### src/rtl/irq_sched.sv
// irq_sched -- four-source interrupt scheduler for a small MIPS-style CPU.
//
// REQ lines are level inputs that are sampled and edge-detected. Each 0->1
// transition latches a PEND bit. A pending, unmasked source is granted by
// raising IRQ, capturing CAUSE/EPC and dropping RUN, which freezes the CPU
// clock divider. The CPU answers with an IACK handshake. If IACK never
// arrives within TMO cycles, the grant is abandoned and TOUT is set.
//
// Ports:
//   CLK, RST     clock, asynchronous active-high reset
//   REQ[3:0]     request levels (0 keyboard, 1 syscall, 2 timer, 3 spare)
//   PC           current program counter, captured into EPC at grant
//   IACK         CPU acknowledge
//   MASK_WE/IN   mask write strobe and value (1 = source disabled)
//   IRQ          interrupt to the CPU
//   CAUSE        id of the source being serviced
//   EPC          PC captured at grant
//   RUN          CPU clock enable (0 while servicing)
//   PEND         pending bits
//   TOUT         sticky timeout flag; cleared by reset or a mask write of 4'hF
//
// Build option: define IRQ_SCHED_RR_EN for round-robin selection. Without it,
// selection is fixed priority and the lowest index wins.
module irq_sched #(
  parameter int EPC_W = 17,
  parameter int TMO   = 255
) (
  input  logic             CLK,
  input  logic             RST,
  input  logic [3:0]       REQ,
  input  logic [EPC_W-1:0] PC,
  input  logic             IACK,
  input  logic             MASK_WE,
  input  logic [3:0]       MASK_IN,
  output logic             IRQ,
  output logic [1:0]       CAUSE,
  output logic [EPC_W-1:0] EPC,
  output logic             RUN,
  output logic [3:0]       PEND,
  output logic             TOUT
);

  localparam logic [1:0] S_IDLE   = 2'd0;
  localparam logic [1:0] S_ASSERT = 2'd1;
  localparam logic [1:0] S_DRAIN  = 2'd2;

  logic [1:0]       state_q, state_d;
  logic [3:0]       req_q, req_d;       // newest REQ sample
  logic [3:0]       req_h_q, req_h_d;   // previous REQ sample
  logic             init_q, init_d;     // low until the first edge after reset
  logic [3:0]       pend_q, pend_d;
  logic [3:0]       mask_q, mask_d;
  logic [1:0]       cause_q, cause_d;
  logic [EPC_W-1:0] epc_q, epc_d;
  logic [7:0]       cnt_q, cnt_d;
  logic             tout_q, tout_d;
  logic [3:0]       rise, clr, elig;
  logic [1:0]       sel;

  assign elig = pend_q & ~mask_q;
  // The edge is taken between two registered samples, so a rise sampled at
  // edge n sets PEND at edge n+1.
  assign rise = req_q & ~req_h_q;

`ifdef IRQ_SCHED_RR_EN
  logic [1:0] rr_q, rr_d;
  logic [1:0] idx;

  // Search from rr_q+1 upward. The last match assigned wins, so scan from
  // the farthest slot down to the nearest.
  always_comb begin
    sel = 2'd0;
    idx = 2'd0;
    for (int k = 4; k >= 1; k--) begin
      idx = rr_q + 2'(k);
      if (elig[idx]) sel = idx;
    end
  end
`else
  always_comb begin
    sel = 2'd0;
    for (int i = 3; i >= 0; i--)
      if (elig[i]) sel = 2'(i);
  end
`endif

  always_comb begin
    state_d = state_q;
    cause_d = cause_q;
    epc_d   = epc_q;
    cnt_d   = cnt_q;
    tout_d  = tout_q;
    mask_d  = mask_q;
    clr     = '0;
`ifdef IRQ_SCHED_RR_EN
    rr_d    = rr_q;
`endif
    // The first edge after reset only primes the history, so a line that is
    // already high is not mistaken for a new edge.
    init_d  = 1'b1;
    req_d   = REQ;
    req_h_d = init_q ? req_q : REQ;

    if (MASK_WE) begin
      mask_d = MASK_IN;
      if (MASK_IN == 4'hF) tout_d = 1'b0;
    end

    case (state_q)
      S_IDLE: if (|elig) begin
        state_d = S_ASSERT;
        cause_d = sel;
        epc_d   = PC;
        cnt_d   = 8'd0;
`ifdef IRQ_SCHED_RR_EN
        rr_d    = sel;
`endif
      end
      S_ASSERT: begin
        if (IACK) begin
          clr[cause_q] = 1'b1;
          state_d      = S_DRAIN;
        end else if (cnt_q == 8'(TMO)) begin
          // The abort leaves PEND set, so the source is granted again from IDLE.
          tout_d  = 1'b1;
          state_d = S_IDLE;
        end else begin
          cnt_d = cnt_q + 8'd1;
        end
      end
      S_DRAIN: if (!IACK) state_d = S_IDLE;
      default: state_d = S_IDLE;
    endcase

    // A new edge on the source being cleared in this cycle keeps PEND set.
    pend_d = (pend_q & ~clr) | rise;
  end

  always_ff @(posedge CLK or posedge RST) begin
    if (RST) begin
      state_q <= S_IDLE;
      req_q   <= '0;
      req_h_q <= '0;
      init_q  <= 1'b0;
      pend_q  <= '0;
      mask_q  <= '0;
      cause_q <= '0;
      epc_q   <= '0;
      cnt_q   <= '0;
      tout_q  <= 1'b0;
`ifdef IRQ_SCHED_RR_EN
      rr_q    <= 2'd3;
`endif
    end else begin
      state_q <= state_d;
      req_q   <= req_d;
      req_h_q <= req_h_d;
      init_q  <= init_d;
      pend_q  <= pend_d;
      mask_q  <= mask_d;
      cause_q <= cause_d;
      epc_q   <= epc_d;
      cnt_q   <= cnt_d;
      tout_q  <= tout_d;
`ifdef IRQ_SCHED_RR_EN
      rr_q    <= rr_d;
`endif
    end
  end

  assign IRQ   = (state_q == S_ASSERT);
  assign RUN   = (state_q == S_IDLE);
  assign CAUSE = cause_q;
  assign EPC   = epc_q;
  assign PEND  = pend_q;
  assign TOUT  = tout_q;

endmodule
### config.mk
export PLATFORM = sky130hd
export DESIGN_NAME = irq_sched
export DESIGN_NICKNAME = d
export VERILOG_FILES = /design/src/rtl/irq_sched.sv
export SDC_FILE = /design/constraint.sdc
export NUM_CORES = 1
export LEC_CHECK = 0
export ABC_AREA = 1
export CORE_MARGIN = 2
export CORE_UTILIZATION = 25
export DETAILED_ROUTE_END_ITERATION = 7
export GPL_TIMING_DRIVEN = 0
export SETUP_SLACK_MARGIN = 0.1
export SYNTH_ARGS = -nofsm -noshare
export SYNTH_HDL_FRONTEND = slang
export SYNTH_SLANG_ARGS = --single-unit
### constraint.sdc
create_clock -name CLK -period 2.2 [get_ports CLK]
set_input_delay 0.66 -clock CLK [delete_from_list [all_inputs] [get_ports CLK]]
set_output_delay 0.66 -clock CLK [all_outputs]
set_load 0.1 [all_outputs]
==> results.md, run 1 <==
* CP startpoint kind: flip-flop
* P&R area growth vs syn at 40.0%
* Worst-path fanout max at 5
* Gpl congestion at 0.785
* Core ar. at 0.00777 mm^2
* Setup violators final at 0
* DRT iter0 DRCs at 63
* RSZ-0062 raised after global routing: no
* Clk_skew at 0.00742 ns
* Worst min path class: flip-flop to flip-flop
* # rows at 32
* Synth warnings at 0
* Synthesized instance count at 236
* Initial Util at 26.0%
* FFs w/ async S/R, synth at 100%
* Crit end category: primary output
* Synth Area in Adders at 0.618%
* Post-synth EDFFs at 0
* Top FF cell, synth: dfrtp_1
* Syn Area/Cell at 8.57 um^2
* Net count, final at 328
* Main combinational cell family by area after synthesis: simple AND/OR/NAND/NOR gates
* CTS buffer count at 5
* Synth Area in Compound Gates at 8.10%
* H-tree depth at 2
* Clk buf depth at 2
* Vias per cell at 4.12
* Via count at 1,651
* Post-Route WL at 4290 um
* DR WL/cell at 10.7 um
* CTS Sinks at 47
* CTS Root Cell: clkbuf_8
* Tot GR Track Use at 10.9%
* Placement Cell Area at 0.00271 mm^2
* Fin Setup TNS at 0 ns
* Gr ovfl total at 0
* Setup bufs post-CTS at 0
* Pre-antenna DRT Iters at 4
* Vias in the first global route at 1,621
* PortBufs at 54
* Synth Area in XOR/XNOR at 0.433%
* Latest clock arrival within the worst-skew pair at 0.30 ns
* Sequential fraction of the synthesis area at 58.1%
* Mux cell area share after synthesis at 0%
* Clock Pin Slew Worst Setup and Hold Paths at 0.09 ns
* Synth Area in Simple Gates at 27.2%
* Max cap viols at 0
* Ant diodes at 0
* Outcome: completed
* First-pass GRT wire length at 7490 um
* CP arrival at 1.30 ns
* Cell variety after synth at 23
* Netlist area before placement at 0.00202 mm^2
* DIE WIDTH at 94.0 um
* Slew Limit Fails at 0
* Peak Freq at 510 MHz
* Worst-Margin Slew at 0.557 ns
* Seq cells post-synth at 47
* Fin. Hold Viols at 0
* Antenna Nets Post-Route at 0
* Mapped Nets at 266
* Initial antenna violation count at 0
* HPWL after DPL at 3240 um
* Largest net degree at the start of global routing at 31
* Ports at 55
* # DRC at 0
* Period minus WS final at 1.96 ns
* Die Ht at 94.0 um
* Crit path kind: flip-flop to primary output
* Die area at 0.00883 mm^2
* Share of layout cells above drive strength 1 at 17.1%
* Fill cells at 847
* Worst slew margin at 63.0%
* Design Area, Final at 0.00283 mm^2
* TritonCTS clock tree: built
* Fin crit share at 89.1%
* Required @ worst endpoint at 1.54 ns
[logic make-up (layout without fill, tap and decap cells)]
| kind of cell | Yosys count | after routing |
|---|---|---|
| compound gates | 29 | 29 |
| flops | 47 | 47 |
| xor+xnor | 1 | 1 |
| other cells | 1 | 1 |
| buf+inv | 25 | 88 |
| simple gates | 132 | 132 |
| fa+ha+maj | 1 | 1 |
[cell usage after synthesis, types with 3 or more instances]
cell type,n,area [um^2]
dfrtp_1,47,1180
nor2_1,13,48.8
o21bai_1,3,22.5
nor2_4,3,33.8
inv_2,4,15.0
nand2_2,3,18.8
o21ai_0,18,90.1
inv_1,17,63.8
a21oi_1,7,35.0
nand2_1,101,379
nand3_1,8,40.0
[state kept, by name, indices dropped and copies added, names as in the netlist]
register  cells
req_q         4
EPC          17
state_q       2
PEND          4
cnt_q         8
init_q        1
req_h_q       4
TOUT          1
mask_q        4
CAUSE         2
[layer usage]
metal,track usage [%],up-vias,routed length [um]
met5,0,-,0
met3,3.13,5,213
li1,-,854,-
met2,17.7,31,2020
met1,13.5,761,1980
met4,4.35,0,76
[stage by stage]
step | setup slack [ns] | utilization, % | std cells | hold WS (ns)
5_1_grt | 0.167 | 36.5 | 401 | 0.441
3_3_place_gp | -0.566 | 34.6 | 392 | 0.403
4_1_cts | 0.144 | 36.4 | 401 | 0.426
2_1_floorplan | 0.415 | - | 236 | 0.400
6_report | 0.239 | 36.5 | 401 | 0.414
3_5_place_dp | -0.283 | 34.9 | 393 | 0.410
[critical path: stages, from the launching register on]
cell	delay, ns
dfrtp_1	0.46
nor2_4	0.22
buf_4	0.32
[worst paths after layout]
kind                            start  endpoint  slack (ns)  cells past startpoint
max reg2reg                  cnt_q[0]  cnt_q[2]        0.65                      9
min in group asynchronous         RST   EPC[10]        0.67                      2
max                        state_q[1]       RUN        0.24                      2
max in group asynchronous         RST  cnt_q[0]        1.04                      3
min reg2reg                req_h_q[2]   PEND[2]        0.41                      1
min                        req_h_q[2]   PEND[2]        0.41                      1
[cell type report]
type                            instances  area, um^2  area share [%]
Buffer                                  3        22.5           0.795
Clock buffer                            7        86.3            3.05
Clock inverter                          1        8.76           0.309
Inverter                               22        85.1            3.00
Multi-Input combinational cell        164         739            26.1
Sequential cell                        47        1180            41.5
Tap cell                              102         128            4.51
Timing Repair Buffer                   55         586            20.7
[cells in the final DEF (no fill, tap or decap)]
cell type        count
ha_1                 1
nor3b_1              1
xor2_1               1
buf_4                2
nor2_2               1
nand3_2              1
buf_6                1
inv_2                5
nand4_1              1
clkdlybuf4s15_2     24
nor2_4               3
conb_1               1
o21ai_4              1
clkbuf_1             2
nand3_1              8
inv_1               16
nor2_1              13
o21bai_1             3
o21ai_0             18
a21oi_1              7
clkbuf_8             6
clkdlybuf4s50_1     28
dfrtp_1             47
nand2_1            101
nand2_2              3
inv_4                1
clkbuf_4             1
buf_12               1
clkinv_4             1
[timing repair]
action,in CTS,in global routing
hold buffers,0,0
gates resized for setup,83,1
setup endpoints to repair,26,1
Power of run 1 is not shown: default switching activity piles up to over one toggle a cycle in this logic, so the estimate is an artifact.
==> inputs of run 2 (changes only) <==
Clock period 2.2 ns to 1.8 ns, I/O delays scaled along.
==> results.md, run 2 (synthesis gave the netlist of run 1 again) <==
* Fill cells at 849 (+0.24%)
* TritonCTS clock tree: built
* CTS buffer count at 5 (unchanged)
* Placement Cell Area at 0.00270 mm^2 (-0.42%)
* Max cap viols at 0 (unchanged)
* Post-Route WL at 4540 um (+5.7%)
* Outcome: completed
* Via count at 1,699 (+2.9%)
* Fin. Hold Viols at 0 (unchanged)
* Initial antenna violation count at 0 (unchanged)
* Die Ht at 94.0 um (unchanged)
* Crit end category: primary output
* PortBufs at 54 (unchanged)
* Critical path's largest stage delay at 0.44 ns (-0.02 ns)
* Ports at 55 (unchanged)
* Vias in the first global route at 1,667 (+2.8%)
* DIE WIDTH at 94.0 um (unchanged)
* Latest clock arrival within the worst-skew pair at 0.31 ns (about the same)
* Max FFs per register at 17 (unchanged)
* CP arrival at 1.22 ns (-0.08 ns)
* Initial Util at 26.0% (unchanged)
* Ant diodes at 0 (unchanged)
* Commonest cells after routing, fill and taps aside: nand2_1 (101), dfrtp_1 (42), clkdlybuf4s50_1 (28), buf_2 (20), o21ai_0 (18)
* DRT iter0 DRCs at 82 (+30%)
* Design Area, Final at 0.00274 mm^2 (-3.4%)
* Net count, final at 331 (+0.91%)
* Clk buf depth at 2 (unchanged)
* CP max stage cell: dfrtp_1
* Slew Limit Fails at 0 (unchanged)
* Crit-path cells: inv_2 -> nor2_4 -> buf_12
* Fin crit share at 97.6%
* Fin Setup TNS at 0 ns (unchanged)
* Worst-Margin Slew at 0.998 ns (+0.440 ns)
* Commonest non-fill, non-tap cell in the layout: nand2_1
* Worst slew margin at 33.3% (-30 points)
* Antenna Nets Post-Route at 0 (unchanged)
* # DRC at 0 (unchanged)
* HPWL after DPL at 3300 um (+1.8%)
* CP startpoint kind: flip-flop
* CTS hold repair buffers at 0 (unchanged)
* Pre-antenna DRT Iters at 4 (unchanged)
* DR WL/cell at 11.2 um (+4.9%)
* # rows at 32 (unchanged)
* RSZ-0062 raised after global routing: yes
* Peak Freq at 569 MHz
* Die area at 0.00883 mm^2 (unchanged)
* Post-Route Utilization at 35.2% (-1.2 points)
* Tot GR Track Use at 10.9% (+0.017 points)
* Dpl cells at 392 (-0.25%)
* Reg area at 0.00118 mm^2 (+0.53%)
* Worst min path class: flip-flop to flip-flop
* Clk_skew at 0.00832 ns (+0.000904 ns)
* CP delay by family, top: flip-flops
* Period minus WS final at 1.76 ns
* Largest net degree at the start of global routing at 48 (+55%)
* H-tree depth at 2 (unchanged)
* Required @ worst endpoint at 1.26 ns (-0.28 ns)
* Core ar. at 0.00777 mm^2 (unchanged)
* Gpl congestion at 0.820 (+4.5%)
* CTS Root Cell: clkbuf_8
* Area of the multi-input gates at 747 um^2 (+1.0%)
* Share of layout cells above drive strength 1 at 19.9% (+2.8 points)
* Crit path kind: flip-flop to primary output
* Buf+Inv Stages, Crit Path at 2 (+1)
* Fin cells at 404 (+0.75%)
* Clock Pin Slew Worst Setup and Hold Paths at 0.09 ns (about the same)
* CTS Sinks at 47 (unchanged)
* Setup violators final at 0 (unchanged)
* First-pass GRT wire length at 7490 um (unchanged)
* Gr ovfl total at 0 (unchanged)
* Vias per cell at 4.21 (+2.1%)
* Worst-path fanout max at 3 (-2)
* P&R area growth vs syn at 35.3%
run 2: changes by cell type in the layout (fill, tap and decap cells not counted), sizes merged:
cell           previous run  this run
clkdlybuf4s15            24         0
clkinv                    1         2
clkinvlp                  0         1
buf                       4        29
run 2: timing repair:
action	CTS	global route
gates resized for setup	140	4
gates cloned	0	0
buffers inserted	0	4
endpoints found under the setup margin	26	12
pin swaps	1	2
hold endpoints to repair	0	0
run 2: path summary, 6_finish.rpt:
check	startpoint	to	slack, ns	cells after the start
min in group asynchronous	RST	EPC[13]	0.79	2
min reg2reg	req_h_q[0]	PEND[0]	0.41	1
max reg2reg	cnt_q[0]	cnt_q[7]	0.27	9
min	req_h_q[0]	PEND[0]	0.41	1
max	state_q[0]	IRQ	0.04	3
max in group asynchronous	RST	PEND[1]	0.42	2
run 2: through the flow:
step                hold WS, ns  setup WS, ns
floorplan                 0.396        0.0929
global placement          0.399        -0.540
detailed placement        0.408        -0.555
CTS                       0.423        0.0571
global route              0.444       -0.0126
finish                    0.413        0.0424
run 2: per-layer routing:
metal / GRT usage [%] / vias to the layer above / wire [um]
met5: 0 / - / 0
li1: - / 861 / -
met1: 13.0 / 777 / 2000
met2: 18.0 / 45 / 2100
met3: 2.25 / 16 / 250
met4: 6.40 / 0 / 183
run 2: cell type report:
cell class | instances | area share [%]
clock buffer | 5 | 2.51
buffer | 3 | 0.823
clock inverter | 3 | 0.686
inverter | 22 | 3.25
sequential | 47 | 43.2
tap | 102 | 4.66
timing repair buffer | 58 | 17.6
multi-input combinational | 164 | 27.3
Power of run 2 is left out for the same reason.
==> inputs of run 3 (changes only) <==
Settings changed: DONT_BUFFER_PORTS from default to 1, TNS_END_PERCENT from default to 5.
==> results.md, run 3 (synthesis gave the netlist of run 1 again) <==
* Outcome: finished with violations
* Violated checks: negative setup slack
* TritonCTS clock tree: built
* Setup violators final at 5 (+5)
* CTS buffer count at 5 (unchanged)
* Fin cells at 351 (-13%)
* Critical path's largest stage delay at 0.59 ns (+0.15 ns)
* Hold slack at 0.255 ns (-0.158 ns)
* H-tree depth at 2 (unchanged)
* Capturing point of the worst reg2reg path: PEND[3]
* Net count, final at 278 (-16%)
* Worst-path fanout max at 4 (+1)
* Reg2reg path depth at 7 (-2)
* Die area at 0.00883 mm^2 (unchanged)
* Max FFs per register at 17 (unchanged)
* Vias in the first global route at 1,461 (-12%)
* Crit end category: primary output
* CP arrival at 1.41 ns (+0.19 ns)
* CTS Root Cell: clkbuf_8
* Initial antenna violation count at 0 (unchanged)
* Hold path startpoint: REQ[1]
* Fill cells at 838 (-1.3%)
* # DRC at 0 (unchanged)
* Commonest cells after routing, fill and taps aside: nand2_1 (81), dfrtp_2 (24), dfrtp_1 (23), nand2_2 (21), inv_1 (16)
* CTS Sinks at 47 (unchanged)
* Peak Freq at 512 MHz (-10%)
* R2R setup slack at -0.01 ns (-0.28 ns)
* Crit-path cells: inv_2 -> nor2_4
* Post-route setup slack at -0.152 ns (-0.195 ns)
* Gr ovfl total at 0 (unchanged)
* Vias per cell at 4.26 (+1.3%)
* Post-Route WL at 4170 um (-8.0%)
* Largest net degree at the start of global routing at 48 (unchanged)
* Reg2reg start: state_q[0]
* Period minus WS final at 1.95 ns (+0.195 ns)
* Reg area at 0.00121 mm^2 (+2.0%)
* Worst slew margin at 33.3% (about the same)
* Via count at 1,495 (-12%)
* Worst-Margin Slew at 0.998 ns (+0.0000567 ns)
* Pre-CTS WS at -0.234 ns (+0.321 ns)
* Tot GR Track Use at 10.4% (-0.48 points)
* PortBufs at 0 (-100%)
* CP delay by family, top: simple AND/OR/NAND/NOR gates
* DR WL/cell at 11.9 um (+5.9%)
* Ant diodes at 0 (unchanged)
* Slew Limit Fails at 0 (unchanged)
* DIE WIDTH at 94.0 um (unchanged)
* Dpl cells at 338 (-14%)
* Fin. Hold Viols at 0 (unchanged)
* Required @ worst endpoint at 1.26 ns (about the same)
* Worst Hold Depth at 0 (-1)
* CP max stage cell: nor2_4
* Ports at 55 (unchanged)
* Area of the multi-input gates at 820 um^2 (+9.7%)
* Hold EP: req_q[1]
* Max cap viols at 0 (unchanged)
* Gpl congestion at 0.780 (-4.9%)
* Commonest non-fill, non-tap cell in the layout: nand2_1
* Crit path kind: flip-flop to primary output
* Fin crit share at 108% (+11 points)
* Clk buf depth at 2 (unchanged)
* Latest clock arrival within the worst-skew pair at 0.30 ns (about the same)
* Core ar. at 0.00777 mm^2 (unchanged)
* Clk_skew at 0.0111 ns (+0.00278 ns)
* Buf+Inv Stages, Crit Path at 1 (-1)
* Share of layout cells above drive strength 1 at 30.9% (+11 points)
* First-pass GRT wire length at 7090 um (-5.3%)
* RSZ-0062 raised after global routing: yes
* Pre-antenna DRT Iters at 4 (unchanged)
* # rows at 32 (unchanged)
* CP startpoint kind: flip-flop
* HPWL after DPL at 2990 um (-9.3%)
* Antenna Nets Post-Route at 0 (unchanged)
* Initial Util at 26.0% (unchanged)
* P&R area growth vs syn at 21.2%
* DRT iter0 DRCs at 91 (+11%)
* Worst min path class: input port to flip-flop
* Die Ht at 94.0 um (unchanged)
* Clock Pin Slew Worst Setup and Hold Paths at 0.09 ns (about the same)
==> run 3: cell types whose count changed in the layout (fill, tap and decap cells not counted), moves of 5 or more <==
| cell | previous run | this run |
|---|---|---|
| o21ai_0 | 18 | 12 |
| nand2_2 | 3 | 21 |
| dfrtp_1 | 42 | 23 |
| o21ai_1 | 0 | 5 |
| buf_4 | 6 | 1 |
| dfrtp_2 | 5 | 24 |
| nand2_1 | 101 | 81 |
| clkdlybuf4s50_1 | 28 | 0 |
| buf_2 | 20 | 0 |
==> run 3: final cells by class <==
class | instances | area share (%)
clock buffers | 5 | 2.81
inverters | 22 | 3.73
multi-input cells | 164 | 33.4
clock inverters | 3 | 1.89
plain buffers | 3 | 1.07
flip-flops and latches | 47 | 49.2
repair buffers | 5 | 2.65
well taps | 102 | 5.21
==> run 3: layer usage <==
| metal | track usage (%) | vias up | share of wire (%) |
|---|---|---|---|
| met5 | 0 | - | 0 |
| met4 | 4.71 | 0 | 2.1 |
| met3 | 2.49 | 6 | 5.7 |
| met2 | 16.4 | 37 | 47 |
| met1 | 13.5 | 700 | 45 |
| li1 | - | 752 | - |
==> run 3: worst max-delay path by stage <==
stage / end / depth (start not counted) / slack, ns / from
floorplan: EPC[0] / 7 / 0.06 / PEND[2]
global placement: EPC[1] / 7 / -0.18 / PEND[2]
detailed placement: EPC[1] / 7 / -0.23 / PEND[2]
CTS: IRQ / 2 / -0.14 / state_q[0]
global route: IRQ / 2 / -0.21 / state_q[0]
finish: IRQ / 2 / -0.15 / state_q[0]
==> run 3: what timing repair did <==
item / 4_1_cts / 5_1_grt
hold buffers: 0 / 0
cloned: 1 / 0
setup buffers: 4 / 0
pin swaps: 8 / 15
setup endpoints to repair: 55 / 37
gates resized for setup: 33 / 28
==> run 3: stage by stage <==
step	utilization (%)	area (um^2)	TNS, ns
6_report	31.6	2450	-0.257
5_1_grt	31.6	2450	-1.31
4_1_cts	30.7	2380	-0.891
3_5_place_dp	27.8	2160	-3.77
3_3_place_gp	27.8	2160	-2.56
2_1_floorplan	-	2030	0
Power of run 3 is left out for the same reason.
